**src/rtl/cpu_controller.sv**
```systemverilog
`default_nettype none
// ============================================================================
// Module   : cpu_controller
// Brief    : Multi-cycle control FSM that sequences the 16-bit RISC datapath.
// Revision : 1.0 - initial release
// ============================================================================
module cpu_controller (
  input  logic        clk,
  input  logic        rst_n,
  input  logic        start,
  input  logic [15:0] instr,
  output logic        ready,
  output logic        done,
  output logic        illegal,
  output logic [2:0]  r_addr,
  output logic        en_A,
  output logic        en_B,
  output logic        sel_A,
  output logic        sel_B,
  output logic [1:0]  shift_op,
  output logic [1:0]  ALU_op,
  output logic        en_C,
  output logic        en_status,
  output logic [1:0]  wb_sel,
  output logic [2:0]  w_addr,
  output logic        w_en,
  output logic [15:0] sximm8,
  output logic [15:0] sximm5
);

  typedef enum logic [2:0] {
    S_IDLE      = 3'd0,
    S_DECODE    = 3'd1,
    S_GET_A     = 3'd2,
    S_GET_B     = 3'd3,
    S_EXEC      = 3'd4,
    S_WRITE_REG = 3'd5,
    S_WRITE_IMM = 3'd6,
    S_DONE      = 3'd7
  } state_t;

  localparam logic [2:0] C_OPC_ALU  = 3'b101;
  localparam logic [2:0] C_OPC_MOV  = 3'b110;
  localparam logic [1:0] C_WB_C     = 2'b00;
  localparam logic [1:0] C_WB_IMM8  = 2'b10;

  state_t      r_state;
  state_t      w_nxt_state;
  logic [15:0] r_ir;

  logic [2:0]  w_opcode;
  logic [1:0]  w_op;
  logic [2:0]  w_rn;
  logic [2:0]  w_rd;
  logic [1:0]  w_sh;
  logic [2:0]  w_rm;

  logic        w_is_mov_imm;
  logic        w_is_mov_reg;
  logic        w_is_alu;
  logic        w_is_cmp;
  logic        w_is_mvn;
  logic        w_legal;
  logic        w_accept;

  logic        w_nxt_ready;
  logic        w_nxt_done;
  logic [2:0]  w_nxt_r_addr;
  logic        w_nxt_en_A;
  logic        w_nxt_en_B;
  logic        w_nxt_sel_A;
  logic [1:0]  w_nxt_shift_op;
  logic [1:0]  w_nxt_ALU_op;
  logic        w_nxt_en_C;
  logic        w_nxt_en_status;
  logic [1:0]  w_nxt_wb_sel;
  logic [2:0]  w_nxt_w_addr;
  logic        w_nxt_w_en;

  assign w_opcode = r_ir[15:13];
  assign w_op     = r_ir[12:11];
  assign w_rn     = r_ir[10:8];
  assign w_rd     = r_ir[7:5];
  assign w_sh     = r_ir[4:3];
  assign w_rm     = r_ir[2:0];

  assign w_is_mov_imm = (w_opcode == C_OPC_MOV) && (w_op == 2'b10);
  assign w_is_mov_reg = (w_opcode == C_OPC_MOV) && (w_op == 2'b00);
  assign w_is_alu     = (w_opcode == C_OPC_ALU);
  assign w_is_cmp     = w_is_alu && (w_op == 2'b01);
  assign w_is_mvn     = w_is_alu && (w_op == 2'b11);
  assign w_legal      = w_is_mov_imm || w_is_mov_reg || w_is_alu;

  assign w_accept = (r_state == S_IDLE) && start;

  assign sximm8 = {{8{r_ir[7]}}, r_ir[7:0]};
  assign sximm5 = {{11{r_ir[4]}}, r_ir[4:0]};

  // The operand-B mux never selects its alternate input in this ISA.
  assign sel_B = 1'b0;

  always_comb begin
    w_nxt_state = r_state;
    case (r_state)
      S_IDLE:      w_nxt_state = start ? S_DECODE : S_IDLE;
      S_DECODE: begin
        if (!w_legal)                      w_nxt_state = S_DONE;
        else if (w_is_mov_imm)             w_nxt_state = S_WRITE_IMM;
        else if (w_is_mov_reg || w_is_mvn) w_nxt_state = S_GET_B;
        else                               w_nxt_state = S_GET_A;
      end
      S_GET_A:     w_nxt_state = S_GET_B;
      S_GET_B:     w_nxt_state = S_EXEC;
      S_EXEC:      w_nxt_state = w_is_cmp ? S_DONE : S_WRITE_REG;
      S_WRITE_REG: w_nxt_state = S_DONE;
      S_WRITE_IMM: w_nxt_state = S_DONE;
      S_DONE:      w_nxt_state = S_IDLE;
      default:     w_nxt_state = S_IDLE;
    endcase
  end

  // Outputs are decoded from the state being entered so they register
  // alongside it and behave as clean Moore outputs of the current state.
  always_comb begin
    w_nxt_ready     = 1'b0;
    w_nxt_done      = 1'b0;
    w_nxt_r_addr    = 3'd0;
    w_nxt_en_A      = 1'b0;
    w_nxt_en_B      = 1'b0;
    w_nxt_sel_A     = 1'b0;
    w_nxt_shift_op  = 2'b00;
    w_nxt_ALU_op    = 2'b00;
    w_nxt_en_C      = 1'b0;
    w_nxt_en_status = 1'b0;
    w_nxt_wb_sel    = 2'b00;
    w_nxt_w_addr    = 3'd0;
    w_nxt_w_en      = 1'b0;
    case (w_nxt_state)
      S_IDLE:   w_nxt_ready = 1'b1;
      S_GET_A: begin
        w_nxt_r_addr = w_rn;
        w_nxt_en_A   = 1'b1;
      end
      S_GET_B: begin
        w_nxt_r_addr = w_rm;
        w_nxt_en_B   = 1'b1;
      end
      S_EXEC: begin
        w_nxt_shift_op  = w_sh;
        w_nxt_sel_A     = w_is_mov_reg;
        w_nxt_ALU_op    = w_is_mov_reg ? 2'b00 : w_op;
        w_nxt_en_status = w_is_cmp;
        w_nxt_en_C      = !w_is_cmp;
      end
      S_WRITE_REG: begin
        w_nxt_wb_sel = C_WB_C;
        w_nxt_w_addr = w_rd;
        w_nxt_w_en   = 1'b1;
      end
      S_WRITE_IMM: begin
        w_nxt_wb_sel = C_WB_IMM8;
        w_nxt_w_addr = w_rn;
        w_nxt_w_en   = 1'b1;
      end
      S_DONE:   w_nxt_done = 1'b1;
      default:  w_nxt_ready = 1'b0;
    endcase
  end

  always_ff @(posedge clk or negedge rst_n) begin
    if (!rst_n) begin
      r_state   <= S_IDLE;
      r_ir      <= 16'h0000;
      illegal   <= 1'b0;
      ready     <= 1'b1;
      done      <= 1'b0;
      r_addr    <= 3'd0;
      en_A      <= 1'b0;
      en_B      <= 1'b0;
      sel_A     <= 1'b0;
      shift_op  <= 2'b00;
      ALU_op    <= 2'b00;
      en_C      <= 1'b0;
      en_status <= 1'b0;
      wb_sel    <= 2'b00;
      w_addr    <= 3'd0;
      w_en      <= 1'b0;
    end else begin
      r_state   <= w_nxt_state;
      ready     <= w_nxt_ready;
      done      <= w_nxt_done;
      r_addr    <= w_nxt_r_addr;
      en_A      <= w_nxt_en_A;
      en_B      <= w_nxt_en_B;
      sel_A     <= w_nxt_sel_A;
      shift_op  <= w_nxt_shift_op;
      ALU_op    <= w_nxt_ALU_op;
      en_C      <= w_nxt_en_C;
      en_status <= w_nxt_en_status;
      wb_sel    <= w_nxt_wb_sel;
      w_addr    <= w_nxt_w_addr;
      w_en      <= w_nxt_w_en;
      if (w_accept) begin
        r_ir    <= instr;
        illegal <= 1'b0;
      end else if ((r_state == S_DECODE) && !w_legal) begin
        illegal <= 1'b1;
      end
    end
  end

endmodule
`default_nettype wire
```
**config.mk**
```make
export PLATFORM = sky130hd
export DESIGN_NAME = cpu_controller
export DESIGN_NICKNAME = d
export VERILOG_FILES = /design/src/rtl/cpu_controller.sv
export SDC_FILE = /design/constraint.sdc
export NUM_CORES = 1
export LEC_CHECK = 0
export CAP_MARGIN = 20
export CORE_ASPECT_RATIO = 1.2
export CORE_MARGIN = 1.5
export CORE_UTILIZATION = 30
export CTS_BUF_LIST = sky130_fd_sc_hd__clkbuf_2 sky130_fd_sc_hd__clkbuf_4 sky130_fd_sc_hd__clkbuf_8
export DETAILED_ROUTE_END_ITERATION = 8
export GPL_TIMING_DRIVEN = 0
export PLACE_DENSITY = 0.58
export SLEW_MARGIN = 10
export SYNTH_ARGS = -nofsm -noshare
export SYNTH_HDL_FRONTEND = slang
export SYNTH_SLANG_ARGS = --single-unit
```
**constraint.sdc**
```tcl
create_clock -name clk -period 1.55 [get_ports clk]
set_input_delay 0.155 -clock clk [delete_from_list [all_inputs] [get_ports clk]]
set_output_delay 0.155 -clock clk [all_outputs]
set_load 0.1 [all_outputs]
```
-- Yosys cells after proc, flatten, opt, wreduce, memory -nomap -nowiden
Cells that the tools add are included.
- register bits after elaboration: 40
- input bits: 19
- word-level logic and storage cells: 73
- equal/unequal tests: 18
- mux-type cells: 22
- reductions and logical operators: 17
- operators with widths (operator ; count):
    equality test 3 bit, second input constant ; 10
    one-hot mux 3 bit (7 select lines) ; 1
    equality test 3 x 2 -> 1 bit, second input constant ; 4
    2-to-1 mux 1 bit ; 12
    one-hot mux 3 bit (2 select lines) ; 2
    2-to-1 mux 2 bit ; 5
    logical AND 1 bit ; 6
    logical NOT 3 bit ; 2
    2-to-1 mux 3 bit ; 2
    equality test 2 bit, second input constant ; 2
    OR reduction 2 bit ; 2
    equality test 3 x 1 -> 1 bit, second input constant ; 1
    logical OR 1 bit ; 3
    equality test 2 x 1 -> 1 bit, second input constant ; 1
    logical NOT 1 bit ; 2
    logical NOT 2 bit ; 1
    nonzero test 2 bit ; 1

-- Depth between registers and ports, before layout
- depth in word-level cells: 10
- depth in mapped cells: 6
- depth with buffers taken out: 4

-- Least setup slack after synthesis
No wires, ideal clock.
- path type: flip-flop to flip-flop
- start point: register r_state[2]
- end point: register r_ir[10]
- library setup time: 0.125 ns
- arrival time: 1.466 ns
- setup slack: -0.041 ns
- cell stages (with the launch flop): 7
- clock period less this slack: 1.591 ns
- path through: dfrtp_1 > buf_4 > nor2_1 > nand2_1 > nor2_2 > buf_4 > mux2_2
- cells in the longest elaborated chain, start to end: 2
- ends and longest elaborated chain (item ; line ; source):
    from (decl) ; 47 ; state_t r_state;
    from (signal assigned) ; 189 ; r_state <= w_nxt_state;
    logical NOT 3 bit ; 94 ; assign w_accept = (r_state == S_IDLE) && start;
    logical AND 1 bit ; 94 ;
    to (signal assigned) ; 204 ; r_ir <= instr;
    to (decl) ; 49 ; logic [15:0] r_ir;
Every way passes these cells.
A chain may end at the register's enable or synchronous reset.

-- Worst setup path in the final report
- start point: register r_ir[13]
- end point: register r_addr[2]
- cells in the longest elaborated chain, start to end: 9
- elaborated cells on any way between the ends: 17
- ends and longest elaborated chain (item ; line ; source):
    equality test 3 bit (on tied branches) ; 87, 88, 89 ;
    logical AND 1 bit (on tied branches) ; 88, 91 ;
    logical OR 1 bit ; 109 ; else if (w_is_mov_reg || w_is_mvn) w_nxt_state = S_GET_B;
    2-to-1 mux 1 bit ; 109 ;
    2-to-1 mux 3 bit ; 108 ; else if (w_is_mov_imm) w_nxt_state = S_WRITE_IMM;
    2-to-1 mux 3 bit ; 107 ; if (!w_legal) w_nxt_state = S_DONE;
    one-hot mux 3 bit (7 select lines) * ; 104 ; case (r_state)
    equality test 3 x 2 -> 1 bit ; 138 ; case (w_nxt_state)
    one-hot mux 3 bit (2 select lines) * ; 138 ;
    via w_nxt_r_addr[2] ; 68 ; logic [2:0] w_nxt_r_addr;
    to (signal assigned) ; 192 ; r_addr <= w_nxt_r_addr;
    to (decl) ; 15 ; output logic [2:0] r_addr,
Mark *: on every way through the listed nets, which the timed path passes. The rest lies on a longest branch.

==> impl_metrics.ini <==
[run_status]
outcome = finished with violations
violations = setup timing

[layout]
drive_gt1_frac = 0.619
insertedDiodeCount = 0
final_common_cell = buf_4
syn_to_final_growth_pct = 59.9
finalCoreUtilization = 0.494
final_cell_mix = buf_4, dfrtp_1, clkdlybuf4s15_2, clkdlybuf4s50_1, mux2_2
nNetsFinal = 270

[route]
wl_per_cell_um = 13.7
drc = 0
antenna_left = 0
postRouteWirelength_um = 4600
via_per_inst = 4.41
dr.pass1.iters = 4
drtIter0Drc = 68
num_vias = 1486

[synth]
ys_ff_latch = 39
synth_edf_count = 0
synth.top_cell.area_share = 0.480
synth_warnings = 0
synth_top_area_cell = dfrtp_1
synthesis.area_mm2 = 0.00198
synthCells = 160
postSynthAreaPerCell_um2 = 12.4
ys_seq_area_frac = 0.494
synth_cell_type_count = 42
async_reset_ff_frac = 1.00
synth_ff_type = dfrtp_1
synthTopCellsByArea = dfrtp_1, buf_4, mux2_2, a2111oi_2, nand3b_4

[timing]
fin_crit_sh = 1.03
finalHoldViolCount = 0
tightest_slew_ns = 0.559
rsz0062_at_grt = true
setup_viol = 8
skew_ns = 0.0112
fmax_mhz = 623
period_minus_slack_ns = 1.60
setup_ws_ns = -0.0542
fin_setup_tns_ns = -0.256
relSlewSlack = 0.629
slew_violations = 0

[setup_path]
crit_required_ns = 1.74
crit_slowest_cell = dfrtp_1
critPathCaptureType = flip-flop
crit_fanout = 5
worstSetupStartpointType = flip-flop
path_cells = buf_6, nor3b_4, a22oi_2, or2_4, a2111oi_4
critPathKind = reg -> reg
cp_slowest_stage_delay_ns = 0.42
cp.arrival_ns = 1.80
r2r-start = r_ir[13]
crit_path_start = r_ir[13]

[placement]
place_congestion = 0.859
pre_cts_ws_ns = -0.474
dp_hpwl_um = 3130
port_buffers = 70

[global_routing]
antenna_found_initial = 0
grt_max_degree = 23
track_usage = 0.134
grt_pass1_wl_um = 7390
overflow = 0
grt_pass1_vias = 1474

[floorplan]
core_mm2 = 0.00641
dieHeight_um = 92.0
die_w_um = 77.2
initial_core_util = 0.309
io_pins = 73
rows = 32
die_area_mm2 = 0.00710

[cts]
clk_pin_slew_worst_paths_ns = 0.08
cts.sinks = 39
clk_latency_ns = 0.30
cts-root-buf = clkbuf_8
numCtsBuffers = 5
cts.htree.levels = 2
cts_tree = done
cts_buffer_depth = 2

[worst_hold_path]
hold_class = in -> async

[flow_run]
drv_cap = 0
## cells in the mapped netlist (3+ instances only)
| master | count |
|---|---|
| and2_1 | 3 |
| nor4b_1 | 3 |
| buf_4 | 36 |
| a22o_1 | 3 |
| nor2b_1 | 4 |
| nand2_1 | 4 |
| dfrtp_1 | 38 |
| a211oi_1 | 3 |
| mux2_2 | 14 |
| a2111oi_2 | 4 |
| nor2_1 | 8 |
## per-stage QoR
stage / area (µm²) / std cells / hold slack (ns)
finish: 3170 / 337 / 0.359
global route: 3170 / 337 / 0.391
CTS: 3130 / 334 / 0.361
detailed placement: 2820 / 317 / 0.132
global placement: 2800 / 316 / 0.518
floorplan: 1990 / 161 / -0.141
## sequential cells by signal, summed over array words and instances (netlist names), 2 cells and up
| signal | flops |
|---|---|
| r_ir | 16 |
| r_addr | 3 |
| r_state | 3 |
| w_addr | 3 |
| ALU_op | 2 |
| shift_op | 2 |
## cells by family (layout without fill, tap and decap cells)
kind of cell	after synthesis	count (layout)	share of synthesized area
other cells	1	2	0.00189
mux	17	17	0.0961
simple gates	42	42	0.151
compound gates	22	22	0.105
flops	39	39	0.494
buf+inv	39	130	0.152
## path summary, 6_finish.rpt
kind	endpoint	slack, ns	depth (start not counted)
setup / recovery	r_addr[2]	-0.05	5
hold / removal	shift_op[1]	0.36	2
setup reg to reg	r_addr[2]	-0.05	5
hold reg to reg	w_addr[1]	0.53	1
max in group asynchronous	r_ir[4]	0.73	3
min in group clk	r_ir[3]	0.46	2
## final cells by class
class | instances | area (µm²)
Timing Repair Buffer | 83 | 787
Multi-Input combinational cell | 83 | 860
Sequential cell | 39 | 982
Fill cell | 600 | 3240
Buffer | 38 | 309
Clock inverter | 2 | 35.0
Inverter | 1 | 3.75
Tap cell | 85 | 106
Clock buffer | 6 | 82.6
## repair_timing
item                                    4_1_cts  5_1_grt
pin swaps                                     8        5
hold buffers                                  1        0
endpoints found under the setup margin       70       49
hold endpoints to repair                     16        0
gates resized for setup                     244       23
cloned                                        0        1
setup buffers                                 8        2
## layer usage
layer	wire length, µm	share of wire	global-route usage
met1	1960	0.43	0.160
met2	2310	0.50	0.227
met3	264	0.057	0.0398
met4	75	0.016	0.0500
met5	0	0	0
## worst max-delay path, delay by kind of cell, from the launching register on
family                 cells  cell delay (ns)
buffers and inverters      1             0.13
flip-flops                 1             0.42
AND/OR/NAND/NOR            2             0.50
AO/OA/AOI/OAI              2             0.46
Power is not shown: default switching activity piles up to over one toggle a cycle in this logic, so the estimate is an artifact.
